==> config.mk <==
export PLATFORM = sky130hd
export DESIGN_NAME = ti_sbox_sched_flat
export DESIGN_NICKNAME = d
export VERILOG_FILES = /design/src/rtl/ti_sbox_sched_if.sv /design/src/rtl/ti_sbox_sched.sv /design/src/flat_wrapper.sv
export SDC_FILE = /design/constraint.sdc
export NUM_CORES = 1
export LEC_CHECK = 0
export ABC_AREA = 0
export CELL_PAD_IN_SITES_DETAIL_PLACEMENT = 0
export CELL_PAD_IN_SITES_GLOBAL_PLACEMENT = 2
export CORE_MARGIN = 8
export CORE_UTILIZATION = 35
export CTS_CLUSTER_DIAMETER = 50
export DETAILED_ROUTE_END_ITERATION = 12
export GPL_TIMING_DRIVEN = 0
export PLACE_DENSITY_LB_ADDON = 0.08
export REMOVE_ABC_BUFFERS = 1
export SYNTH_ARGS = -nofsm -noshare
export SYNTH_HDL_FRONTEND = slang
export SYNTH_SLANG_ARGS = --single-unit
==> constraint.sdc <==
create_clock -name ClkxCI -period 2.4 [get_ports ClkxCI]
set_input_delay 0.36 -clock ClkxCI [delete_from_list [all_inputs] [get_ports ClkxCI]]
set_output_delay 0.36 -clock ClkxCI [all_outputs]
set_load 0.01 [all_outputs]
==> src/rtl/ti_sbox_sched_if.sv <==
// Request/grant, mask and S-box control bundle of the shared TI S-box scheduler.
// slave: scheduler side. master: requester / S-box side.
interface ti_sbox_sched_if #(
  parameter int unsigned LAT  = 4,
  parameter int unsigned IDXW = 4
);
  logic            StReqxSI;
  logic            StAckxSO;
  logic            KsReqxSI;
  logic            KsAckxSO;
  logic            RandValidxSI;
  logic            RandReqxSO;
  logic            InSelxSO;
  logic [IDXW-1:0] InIdxxDO;
  logic            InValidxSO;
  logic [LAT-1:0]  StageEnxSO;
  logic            OutValidxSO;
  logic            OutSelxSO;
  logic [IDXW-1:0] OutIdxxDO;
  logic            StDonexSO;
  logic            KsDonexSO;
  logic            BusyxSO;

  modport slave (
    input  StReqxSI, KsReqxSI, RandValidxSI,
    output StAckxSO, KsAckxSO, RandReqxSO, InSelxSO, InIdxxDO, InValidxSO,
           StageEnxSO, OutValidxSO, OutSelxSO, OutIdxxDO, StDonexSO, KsDonexSO,
           BusyxSO
  );

  modport master (
    output StReqxSI, KsReqxSI, RandValidxSI,
    input  StAckxSO, KsAckxSO, RandReqxSO, InSelxSO, InIdxxDO, InValidxSO,
           StageEnxSO, OutValidxSO, OutSelxSO, OutIdxxDO, StDonexSO, KsDonexSO,
           BusyxSO
  );
endinterface

==> src/rtl/ti_sbox_sched.sv <==
// Scheduler sharing one pipelined TI S-box between the state datapath (16-byte
// bursts) and the key schedule (4-byte bursts). One burst in flight at a time;
// a tag pipeline shadows the S-box stages to route each result back.
// Optional feature macro: TI_SBOX_DUMMY_EN -- when defined, the S-box keeps
// clocking dummy masked data while idle whenever fresh masks are available.
module ti_sbox_sched #(
  parameter int unsigned LAT      = 4,
  parameter int unsigned ST_BYTES = 16,
  parameter int unsigned KS_BYTES = 4,
  parameter int unsigned IDXW     = 4
) (
  input  logic             ClkxCI,
  input  logic             RstxRI,
  ti_sbox_sched_if.slave   bus
);

  typedef enum logic [1:0] {S_IDLE, S_ISSUE, S_DRAIN} state_t;

  localparam logic [IDXW-1:0] ST_LAST = IDXW'(ST_BYTES - 1);
  localparam logic [IDXW-1:0] KS_LAST = IDXW'(KS_BYTES - 1);

  state_t          r_state;
  logic            r_sel;
  logic            r_last_ks;
  logic [IDXW-1:0] r_cnt;
  logic [LAT-1:0]  r_tag_v;
  logic [LAT-1:0]  r_tag_sel;
  logic [IDXW-1:0] r_tag_idx [LAT];

  logic            w_idle;
  logic            w_issue;
  logic            w_adv;
  logic            w_clk_en;
  logic            w_ack_st;
  logic            w_ack_ks;
  logic [IDXW-1:0] w_last;
  logic            w_out_v;
  logic            w_done;

  // Arbitration, advance and completion decode
  assign w_idle   = (r_state == S_IDLE);
  assign w_issue  = (r_state == S_ISSUE);
  assign w_adv    = bus.RandValidxSI & ~w_idle;
  assign w_ack_ks = w_idle & ~RstxRI & bus.KsReqxSI & (~bus.StReqxSI | ~r_last_ks);
  assign w_ack_st = w_idle & ~RstxRI & bus.StReqxSI & ~w_ack_ks;
  assign w_last   = r_sel ? KS_LAST : ST_LAST;
  // A result leaves the last stage only on an advancing cycle, so stalls never duplicate it
  assign w_out_v  = w_adv & r_tag_v[LAT-1];
  assign w_done   = (r_state == S_DRAIN) & w_out_v & (r_tag_idx[LAT-1] == w_last);

`ifdef TI_SBOX_DUMMY_EN
  // Idle cycles still consume masks and clock the S-box with invalid tags
  assign w_clk_en = bus.RandValidxSI;
`else
  assign w_clk_en = w_adv;
`endif

  // FSM, byte counter, arbitration history and tag pipeline
  always_ff @(posedge ClkxCI) begin
    if (RstxRI) begin
      r_state   <= S_IDLE;
      r_sel     <= 1'b0;
      r_last_ks <= 1'b0;
      r_cnt     <= '0;
      r_tag_v   <= '0;
      r_tag_sel <= '0;
      for (int i = 0; i < LAT; i++) r_tag_idx[i] <= '0;
    end else begin
      if (w_clk_en) begin
        r_tag_v      <= {r_tag_v[LAT-2:0], w_issue};
        r_tag_sel    <= {r_tag_sel[LAT-2:0], r_sel};
        r_tag_idx[0] <= r_cnt;
        for (int i = 1; i < LAT; i++) r_tag_idx[i] <= r_tag_idx[i-1];
      end
      case (r_state)
        S_IDLE: begin
          if (w_ack_st | w_ack_ks) begin
            r_sel     <= w_ack_ks;
            r_last_ks <= w_ack_ks;
            r_cnt     <= '0;
            r_state   <= S_ISSUE;
          end
        end
        S_ISSUE: begin
          if (w_adv) begin
            if (r_cnt == w_last) r_state <= S_DRAIN;
            else                 r_cnt   <= r_cnt + IDXW'(1);
          end
        end
        S_DRAIN: begin
          if (w_done) r_state <= S_IDLE;
        end
        default: r_state <= S_IDLE;
      endcase
    end
  end

  // Control outputs follow the mask-availability handshake within the cycle
  assign bus.StAckxSO    = w_ack_st;
  assign bus.KsAckxSO    = w_ack_ks;
  assign bus.RandReqxSO  = w_clk_en;
  assign bus.StageEnxSO  = {LAT{w_clk_en}};
  assign bus.InSelxSO    = w_issue & r_sel;
  assign bus.InIdxxDO    = w_issue ? r_cnt : '0;
  assign bus.InValidxSO  = w_issue & w_adv;
  assign bus.OutValidxSO = w_out_v;
  assign bus.OutSelxSO   = w_out_v & r_tag_sel[LAT-1];
  assign bus.OutIdxxDO   = w_out_v ? r_tag_idx[LAT-1] : '0;
  assign bus.StDonexSO   = w_done & ~r_sel;
  assign bus.KsDonexSO   = w_done & r_sel;
  assign bus.BusyxSO     = ~w_idle;

endmodule
==> src/flat_wrapper.sv <==
// flat-port wrapper written by rule: the top's interface ports become plain ports
module ti_sbox_sched_flat 
#(
  parameter int unsigned LAT      = 4,
  parameter int unsigned ST_BYTES = 16,
  parameter int unsigned KS_BYTES = 4,
  parameter int unsigned IDXW     = 4
)
  (ClkxCI, RstxRI, bus_StReqxSI, bus_KsReqxSI, bus_RandValidxSI, bus_StAckxSO, bus_KsAckxSO, bus_RandReqxSO, bus_InSelxSO, bus_InIdxxDO, bus_InValidxSO, bus_StageEnxSO, bus_OutValidxSO, bus_OutSelxSO, bus_OutIdxxDO, bus_StDonexSO, bus_KsDonexSO, bus_BusyxSO);
  ti_sbox_sched_if #(.LAT(LAT), .IDXW(IDXW)) bus_i ();
  input  logic ClkxCI;
  input  logic RstxRI;
  input wire logic [$bits(bus_i.StReqxSI)-1:0] bus_StReqxSI;
  input wire logic [$bits(bus_i.KsReqxSI)-1:0] bus_KsReqxSI;
  input wire logic [$bits(bus_i.RandValidxSI)-1:0] bus_RandValidxSI;
  output wire logic [$bits(bus_i.StAckxSO)-1:0] bus_StAckxSO;
  output wire logic [$bits(bus_i.KsAckxSO)-1:0] bus_KsAckxSO;
  output wire logic [$bits(bus_i.RandReqxSO)-1:0] bus_RandReqxSO;
  output wire logic [$bits(bus_i.InSelxSO)-1:0] bus_InSelxSO;
  output wire logic [$bits(bus_i.InIdxxDO)-1:0] bus_InIdxxDO;
  output wire logic [$bits(bus_i.InValidxSO)-1:0] bus_InValidxSO;
  output wire logic [$bits(bus_i.StageEnxSO)-1:0] bus_StageEnxSO;
  output wire logic [$bits(bus_i.OutValidxSO)-1:0] bus_OutValidxSO;
  output wire logic [$bits(bus_i.OutSelxSO)-1:0] bus_OutSelxSO;
  output wire logic [$bits(bus_i.OutIdxxDO)-1:0] bus_OutIdxxDO;
  output wire logic [$bits(bus_i.StDonexSO)-1:0] bus_StDonexSO;
  output wire logic [$bits(bus_i.KsDonexSO)-1:0] bus_KsDonexSO;
  output wire logic [$bits(bus_i.BusyxSO)-1:0] bus_BusyxSO;
  assign bus_i.StReqxSI = bus_StReqxSI;
  assign bus_i.KsReqxSI = bus_KsReqxSI;
  assign bus_i.RandValidxSI = bus_RandValidxSI;
  assign bus_StAckxSO = bus_i.StAckxSO;
  assign bus_KsAckxSO = bus_i.KsAckxSO;
  assign bus_RandReqxSO = bus_i.RandReqxSO;
  assign bus_InSelxSO = bus_i.InSelxSO;
  assign bus_InIdxxDO = bus_i.InIdxxDO;
  assign bus_InValidxSO = bus_i.InValidxSO;
  assign bus_StageEnxSO = bus_i.StageEnxSO;
  assign bus_OutValidxSO = bus_i.OutValidxSO;
  assign bus_OutSelxSO = bus_i.OutSelxSO;
  assign bus_OutIdxxDO = bus_i.OutIdxxDO;
  assign bus_StDonexSO = bus_i.StDonexSO;
  assign bus_KsDonexSO = bus_i.KsDonexSO;
  assign bus_BusyxSO = bus_i.BusyxSO;
  ti_sbox_sched #(.LAT(LAT), .ST_BYTES(ST_BYTES), .KS_BYTES(KS_BYTES), .IDXW(IDXW)) u_core (.ClkxCI(ClkxCI), .RstxRI(RstxRI), .bus(bus_i));
endmodule
==> summary.txt, run 1 <==
Synthesis
  – Per-instance average area after synthesis: 10.2 µm²
  – Post-synthesis cell area: 1490 µm²
  – Count of different cell masters after synthesis: 34
  – Top post-synthesis cells by count: sky130_fd_sc_hd__and3_1, sky130_fd_sc_hd__nand2_1, sky130_fd_sc_hd__edfxtp_1
  – Fraction of post-synthesis cell area in the top cell type by area: 0.322
  – Synthesized instance count: 146
  – Number of flip-flops and latches in the synthesized netlist: 31
  – Count of flip-flops with a built-in enable after synthesis: 16
  – Warnings from Yosys: 0
  – Library cell with the largest summed area after synthesis: sky130_fd_sc_hd__edfxtp_1
  – Fraction of synthesis flops using an asynchronous set or reset pin: 0
  – Cell types with the largest area share after synthesis: sky130_fd_sc_hd__edfxtp_1, sky130_fd_sc_hd__dfxtp_1, sky130_fd_sc_hd__and3_1
  – Portion of the post-synthesis area used by sequential elements: 0.523
  – Synth Flop Type: sky130_fd_sc_hd__edfxtp_1

Route
  – Mean number of vias per cell: 5.17
  – Remaining antenna violation count after routing: 0
  – Max layer used: met4
  – Initial DRT Pass Iterations: 4
  – DR WL met3: 193 µm
  – DRC violations left: 0
  – Starting DRT DRC Count: 57
  – Met2 wirelength from detailed routing: 1.59 mm
  – Overall via count from detail_route: 1169
  – Total detailed-routing wirelength: 3.45 mm
  – Sum of routed wire segments on met1: 1.61 mm
  – Drt wl/cell: 15.2 µm

Cells and area
  – Final std cells w/o fill: 226
  – Layout overhead on the synthesized area: 28.9%
  – Diodes inserted: 0
  – Area taken by flip-flops and latches: 785 µm²
  – Fraction of final layout cells with drive strength greater than 1: 0.165
  – Final nets: 181
  – Total of fill cells in the finished design: 383
  – Combined area of the multi-input logic cells: 637 µm²

STA
  – Count of endpoints failing hold in the final timing report: 0
  – Fraction of the cycle the final worst path needs: 0.966
  – Top achievable clock speed: 431 MHz
  – Max-slew violations: 0
  – RSZ-0062 raised after global routing: false
  – Maximum clock skew at final layout: 0.00404 ns
  – Total setup violations reported at the end of the flow: 0
  – Post-route worst hold slack: 0.451 ns
  – Final critical-path setup slack: 0.0821 ns
  – Measured slew at the worst slew-check pin: 0.635 ns
  – Time the final worst path needs with I/O delays and setup: 2.32 ns
  – Relative slew slack: 0.575

Worst setup path
  – Slowest library cell on the worst path: sky130_fd_sc_hd__clkdlybuf4s50_1
  – Classification of the worst setup path: in2out
  – Data arrival time of the worst path: 1.96 ns
  – Endpoint type of the worst setup path: output pin
  – Buffering stage count on the worst path with inverters included: 3
  – Setup slack, reg-to-reg: 0.48 ns
  – Worst path required time: 2.04 ns
  – Source of the worst register-to-register timing path: u_core.r_state[0]$_SDFFE_PP0P_
  – Biggest fanout along the worst timing path: 7
  – Crit path max-delay family: buffers and inverters
  – Cell with the most instances on the worst path: sky130_fd_sc_hd__clkdlybuf4s50_1
  – Cell chain of the critical path: clkdlybuf4s50_1, o21ai_4, clkinvlp_4, and3_1, clkdlybuf4s50_1
  – Critical R2R Capture: u_core.r_tag_idx[0][1]$_SDFFCE_PN0P_
  – Depth of the worst register-to-register path: 4
  – CP peak stage delay: 0.52 ns
  – Critical path launch point type: primary input

Outcome
  – Result of the run: finished clean

Clocking
  – CTS tree: built
  – H-tree levels: 2
  – Root cell of the clock tree: sky130_fd_sc_hd__clkbuf_8
  – Num Clock Sinks: 31
  – Clock-pin slew of the registers on the worst-case setup and hold paths: 0.06 ns
  – Number of buffers on the longest clock path: 2
  – Total clock buffers created by CTS: 5
  – Latest clock arrival within the worst-skew pair: 0.28 ns

Placed design
  – Number of placed cells counting well taps: 210
  – IO Port Bufs: 26
  – HPWL after detailed placement: 2.18 mm
  – Routability Congestion: 0.730
  – Place WS: -0.592 ns

GRT
  – Number of antenna violations at the first check in global routing: 0
  – Via count of the first global-routing pass: 1126
  – Global-route usage over all layers: 0.110
  – Gr ovfl total: 0
  – Wire length of the first global-routing pass: 5.60 mm
  – Largest net degree at the start of global routing: 24

Hold path
  – Worst hold path endpoint: u_core.r_tag_sel[1]$_SDFFE_PP0P_
  – Hold path startpoint: u_core.r_tag_sel[0]$_SDFFE_PP0P_
  – Number of instances on the worst hold path: 2
  – Hold Path Class: reg2reg

Job
  – Max cap viols: 0

Floorplan
  – Core box area: 4060 µm²
  – Starting density of the core: 0.368
  – Number of rows in the core area: 23
  – Width of the chip: 81.3 µm
  – Die Y-Extent: 81.3 µm
  – I/O pin count: 27
  – Total die area: 6610 µm²

Pwr
  – Reported leakage power: 0.748 nW
  – Peak supply drop: 0.223 mV
  – Power per standard cell area: 568 nW/µm²
routing by layer:
metal / GRT usage / up-vias
met5: 0 / -
met4: 0.0375 / 0
met3: 0.0430 / 5
met2: 0.172 / 23
met1: 0.136 / 564
li1: - / 577
per-stage QoR:
step	setup TNS (ns)	power, mW	util	cell area (µm²)
2_1_floorplan	0	0.650	-	1430
3_3_place_gp	-11.04	0.700	0.432	1750
3_5_place_dp	-12.03	0.703	0.432	1750
4_1_cts	0	1.11	0.473	1920
5_1_grt	0	1.14	0.474	1920
6_report	0	1.09	0.474	1920
registers in the layout, indices dropped and copies added (netlist names):
signal / count
u_core.r_tag_idx: 16
u_core.r_tag_sel: 4
u_core.r_cnt: 4
u_core.r_sel: 1
u_core.r_state: 2
u_core.r_tag_v: 4
kinds of logic after synthesis:
logic type                 count (synthesis)  synth area share
DFF                                       31             0.523
buffers and inverters                     23            0.0696
AOI/OAI and AO/OA                         25             0.125
adders and majority gates                  1           0.00839
muxes                                      4            0.0268
and+or+nand+nor                           62             0.247
placed cells by master, fill, tap and decap left out, types with 2 or more instances in the layout:
master / Yosys / layout
sky130_fd_sc_hd__clkbuf_8: 0 / 5
sky130_fd_sc_hd__buf_4: 4 / 7
sky130_fd_sc_hd__dfxtp_1: 15 / 14
sky130_fd_sc_hd__edfxtp_1: 16 / 16
sky130_fd_sc_hd__a21oi_1: 9 / 9
sky130_fd_sc_hd__mux2i_1: 4 / 4
sky130_fd_sc_hd__o211ai_1: 7 / 7
sky130_fd_sc_hd__nand2_1: 18 / 18
sky130_fd_sc_hd__and2_1: 6 / 6
sky130_fd_sc_hd__nor2_1: 3 / 2
sky130_fd_sc_hd__nor4_2: 2 / 2
sky130_fd_sc_hd__clkdlybuf4s50_1: 0 / 22
sky130_fd_sc_hd__nor3_1: 5 / 5
sky130_fd_sc_hd__nor2b_2: 0 / 2
sky130_fd_sc_hd__and3_1: 18 / 18
sky130_fd_sc_hd__inv_1: 10 / 9
sky130_fd_sc_hd__dlygate4sd2_1: 0 / 4
where the power goes:
group | internal [mW] | switching, mW | leakage (nW)
Clock | 0.199 | 0.186 | 0.0426
Combinational | 0.0472 | 0.0670 | 0.413
Sequential | 0.580 | 0.0124 | 0.292
Total | 0.826 | 0.266 | 0.748
worst register-to-register path, cell delays in order, from the launching register on:
cell                         delay (ns)
sky130_fd_sc_hd__dfxtp_1           0.41
sky130_fd_sc_hd__o21ai_4           0.30
sky130_fd_sc_hd__buf_4             0.20
sky130_fd_sc_hd__clkinvlp_2        0.41
sky130_fd_sc_hd__and3_1            0.37
what timing repair did:
| action | in CTS | in global routing |
|---|---|---|
| gates resized for setup | 12 | 1 |
| setup buffers | 7 | 0 |
| endpoints found under the setup margin | 29 | 6 |
| pin swaps | 2 | 1 |
| cloned | 1 | 0 |
| hold buffers | 0 | 0 |
area by class of cell:
cell class	count	share of cell area
sequential	31	0.408
clock inverter	2	0.00455
timing repair buffer	33	0.160
inverter	11	0.0234
clock buffer	6	0.0377
multi-input combinational	92	0.331
timing repair inverter	1	0.00260
tap	50	0.0325
how the worst max path moves through the flow:
stage	startpoint	to	slack, ns	cells past startpoint
2_1_floorplan	u_core.r_state[1]$_SDFFE_PP0P_	bus_OutIdxxDO[0]	0.41	3
3_3_place_gp	bus_RandValidxSI	bus_OutIdxxDO[2]	-0.53	5
3_5_place_dp	bus_RandValidxSI	bus_OutSelxSO	-0.59	5
4_1_cts	bus_RandValidxSI	bus_OutIdxxDO[3]	0.06	5
5_1_grt	bus_RandValidxSI	bus_OutIdxxDO[3]	0.01	5
6_report	bus_RandValidxSI	bus_OutSelxSO	0.08	5
Note: power is estimated with default switching activity, not from simulation.
==> inputs of run 2 (changes only) <==
- CAP_MARGIN: not set -> 20
- SKIP_CTS_REPAIR_TIMING: not set -> 1
==> run 2 against run 1 <==
  * Core utilization grew 0.71 points
  * Wire length shrank 3.9%
  * Highest routed layer unchanged
  * Die area unchanged
  * Via count down 1.6%
  * Global-route usage shrank 0.78 points
  * Fmax rose by 2.7%
==> summary.txt, run 2 (synthesized netlist as in run 1, its figures left out) <==
STA
  – Setup TNS: 0 ns (unchanged)
  – Maximum clock skew at final layout: 0.00477 ns (+0.000740 ns)
  – Post-route worst hold slack: 0.451 ns (-0.0000370 ns)
  – Total setup violations reported at the end of the flow: 0 (unchanged)
  – RSZ-0062 raised after global routing: false
  – Fraction of the cycle the final worst path needs: 0.940 (-0.0258)
  – Top achievable clock speed: 443 MHz (+2.7%)
  – Measured slew at the worst slew-check pin: 0.642 ns (+0.00714 ns)
  – Time the final worst path needs with I/O delays and setup: 2.26 ns (-0.0620 ns)
  – Count of endpoints failing hold in the final timing report: 0 (unchanged)
  – Relative slew slack: 0.571 (-0.00444)
  – Max-slew violations: 0 (unchanged)

Floorplan
  – Total die area: 6610 µm² (unchanged)
  – Number of rows in the core area: 23 (unchanged)
  – Die Y-Extent: 81.3 µm (unchanged)
  – Width of the chip: 81.3 µm (unchanged)
  – Starting density of the core: 0.368 (unchanged)
  – I/O pin count: 27 (unchanged)
  – Core box area: 4060 µm² (unchanged)

Clocking
  – Root cell of the clock tree: sky130_fd_sc_hd__clkbuf_8
  – Clock-pin slew of the registers on the worst-case setup and hold paths: 0.06 ns (about the same)
  – H-tree levels: 2 (unchanged)
  – Total clock buffers created by CTS: 5 (unchanged)
  – Latest clock arrival within the worst-skew pair: 0.28 ns (about the same)
  – Number of buffers on the longest clock path: 2 (unchanged)
  – Num Clock Sinks: 31 (unchanged)
  – CTS tree: built

Cells and area
  – Fraction of final layout cells with drive strength greater than 1: 0.159 (-0.00568)
  – Commonest cells after routing, fill and taps aside: sky130_fd_sc_hd__clkdlybuf4s50_1, sky130_fd_sc_hd__and3_1, sky130_fd_sc_hd__nand2_1
  – Most frequent standard cell in the layout excluding fill and tap cells: sky130_fd_sc_hd__clkdlybuf4s50_1
  – Layout overhead on the synthesized area: 30.9%
  – Top reg by flops: u_core.r_tag_idx
  – Final std cells w/o fill: 226 (unchanged)
  – Flip-flop count of the largest register after layout: 16 (unchanged)
  – Final nets: 181 (unchanged)
  – Utilization of the core after routing: 0.481 (+0.00709)
  – Diodes inserted: 0 (unchanged)

Route
  – Mean number of vias per cell: 5.09 (-1.6%)
  – Starting DRT DRC Count: 30 (-47%)
  – Drt wl/cell: 14.7 µm (-3.9%)
  – DRC violations left: 0 (unchanged)
  – Total detailed-routing wirelength: 3.31 mm (-3.9%)
  – Remaining antenna violation count after routing: 0 (unchanged)
  – Initial DRT Pass Iterations: 4 (unchanged)
  – Overall via count from detail_route: 1150 (-1.6%)

Placed design
  – IO Port Bufs: 26 (unchanged)
  – Routability Congestion: 0.730 (unchanged)
  – HPWL after detailed placement: 2.18 mm (unchanged)
  – Number of placed cells counting well taps: 210 (unchanged)

Pwr
  – Power per standard cell area: 558 nW/µm² (-1.6%)
  – Peak supply drop: 0.222 mV (-0.68%)
  – Reported leakage power: 0.808 nW (+7.9%)
  – Pwr Total: 1.09 mW (-0.14%)

GRT
  – Largest net degree at the start of global routing: 31 (+29%)
  – Busiest grt layer: met2
  – Via count of the first global-routing pass: 1088 (-3.4%)
  – Met2 demand-to-capacity share in global routing: 0.165 (-0.00636)
  – GR met1 Demand/Resource: 0.119 (-0.0170)
  – Wire length of the first global-routing pass: 5.26 mm (-6.0%)
  – Global-route usage over all layers: 0.103 (-0.00776)
  – Number of antenna violations at the first check in global routing: 0 (unchanged)
  – Met3 layer usage reported by global route: 0.0430 (unchanged)
  – Gr ovfl total: 0 (unchanged)

Worst setup path
  – Worst path required time: 2.04 ns (about the same)
  – Biggest fanout along the worst timing path: 9 (+2)
  – Classification of the worst setup path: reg2out
  – Critical path launch point type: flop
  – Data arrival time of the worst path: 1.90 ns (-0.06 ns)
  – Endpoint type of the worst setup path: output pin

Job
  – Max cap viols: 0 (unchanged)

Hold path
  – Hold Path Class: reg2reg

Outcome
  – Result of the run: finished clean
## run 2: cell types whose count changed in the layout (fill, tap and decap cells not counted)
cell / previous run / this run
sky130_fd_sc_hd__a2111oi_0: 1 / 0
sky130_fd_sc_hd__a2111oi_1: 0 / 1
sky130_fd_sc_hd__buf_12: 0 / 1
sky130_fd_sc_hd__buf_4: 7 / 6
sky130_fd_sc_hd__clkdlybuf4s50_1: 22 / 21
sky130_fd_sc_hd__dlygate4sd2_1: 4 / 0
sky130_fd_sc_hd__dlymetal6s2s_1: 0 / 5
sky130_fd_sc_hd__or3b_1: 0 / 1
sky130_fd_sc_hd__or3b_4: 1 / 0
## run 2: per-stage QoR
| stage | setup slack (ns) | area (µm²) |
|---|---|---|
| after detailed placement | -0.592 | 1750 |
| after global routing | 0.0400 | 1950 |
| final | 0.144 | 1950 |
| after CTS | -0.670 | 1830 |
| after floorplan | 0.410 | 1430 |
| after global placement | -0.535 | 1750 |
## run 2: worst max-delay path: stages, from the launching register on
cell                              delay (ns)
sky130_fd_sc_hd__dfxtp_1                0.41
sky130_fd_sc_hd__o21ai_4                0.29
sky130_fd_sc_hd__clkinvlp_4             0.22
sky130_fd_sc_hd__and3_1                 0.23
sky130_fd_sc_hd__clkdlybuf4s50_1        0.47
## run 2: area by class of cell
| type | count | area [µm²] |
|---|---|---|
| fill | 378 | 2110 |
| timing repair buffer | 33 | 338 |
| multi-input combinational | 92 | 636 |
| clock buffer | 6 | 72.6 |
| clock inverter | 2 | 8.76 |
| timing repair inverter | 1 | 5.00 |
| tap | 50 | 62.6 |
| inverter | 11 | 45.0 |
| sequential | 31 | 785 |
## run 2: final timing paths
path,startpoint,to,slack (ns),depth (start not counted)
worst max register to register,u_core.r_state[0]$_SDFFE_PP0P_,u_core.r_tag_idx[2][2]$_SDFFCE_PN0P_,0.40,5
worst min register to register,u_core.r_tag_sel[0]$_SDFFE_PP0P_,u_core.r_tag_sel[1]$_SDFFE_PP0P_,0.45,2
worst max-delay path,u_core.r_state[0]$_SDFFE_PP0P_,bus_OutSelxSO,0.14,4
worst min-delay path,u_core.r_tag_sel[0]$_SDFFE_PP0P_,u_core.r_tag_sel[1]$_SDFFE_PP0P_,0.45,2
## run 2: per-layer routing
metal	vias up	routed length [µm]
met2	21	1590
met5	-	0
met3	5	191
li1	577	-
met1	547	1480
met4	0	50
## run 2: report_power, final
part / internal (mW) / leakage, nW / switching, mW / total, mW
Clock: 0.199 / 0.0426 / 0.185 / 0.384
Combinational: 0.0483 / 0.473 / 0.0617 / 0.110
Sequential: 0.580 / 0.292 / 0.0159 / 0.596
Total: 0.827 / 0.808 / 0.263 / 1.09
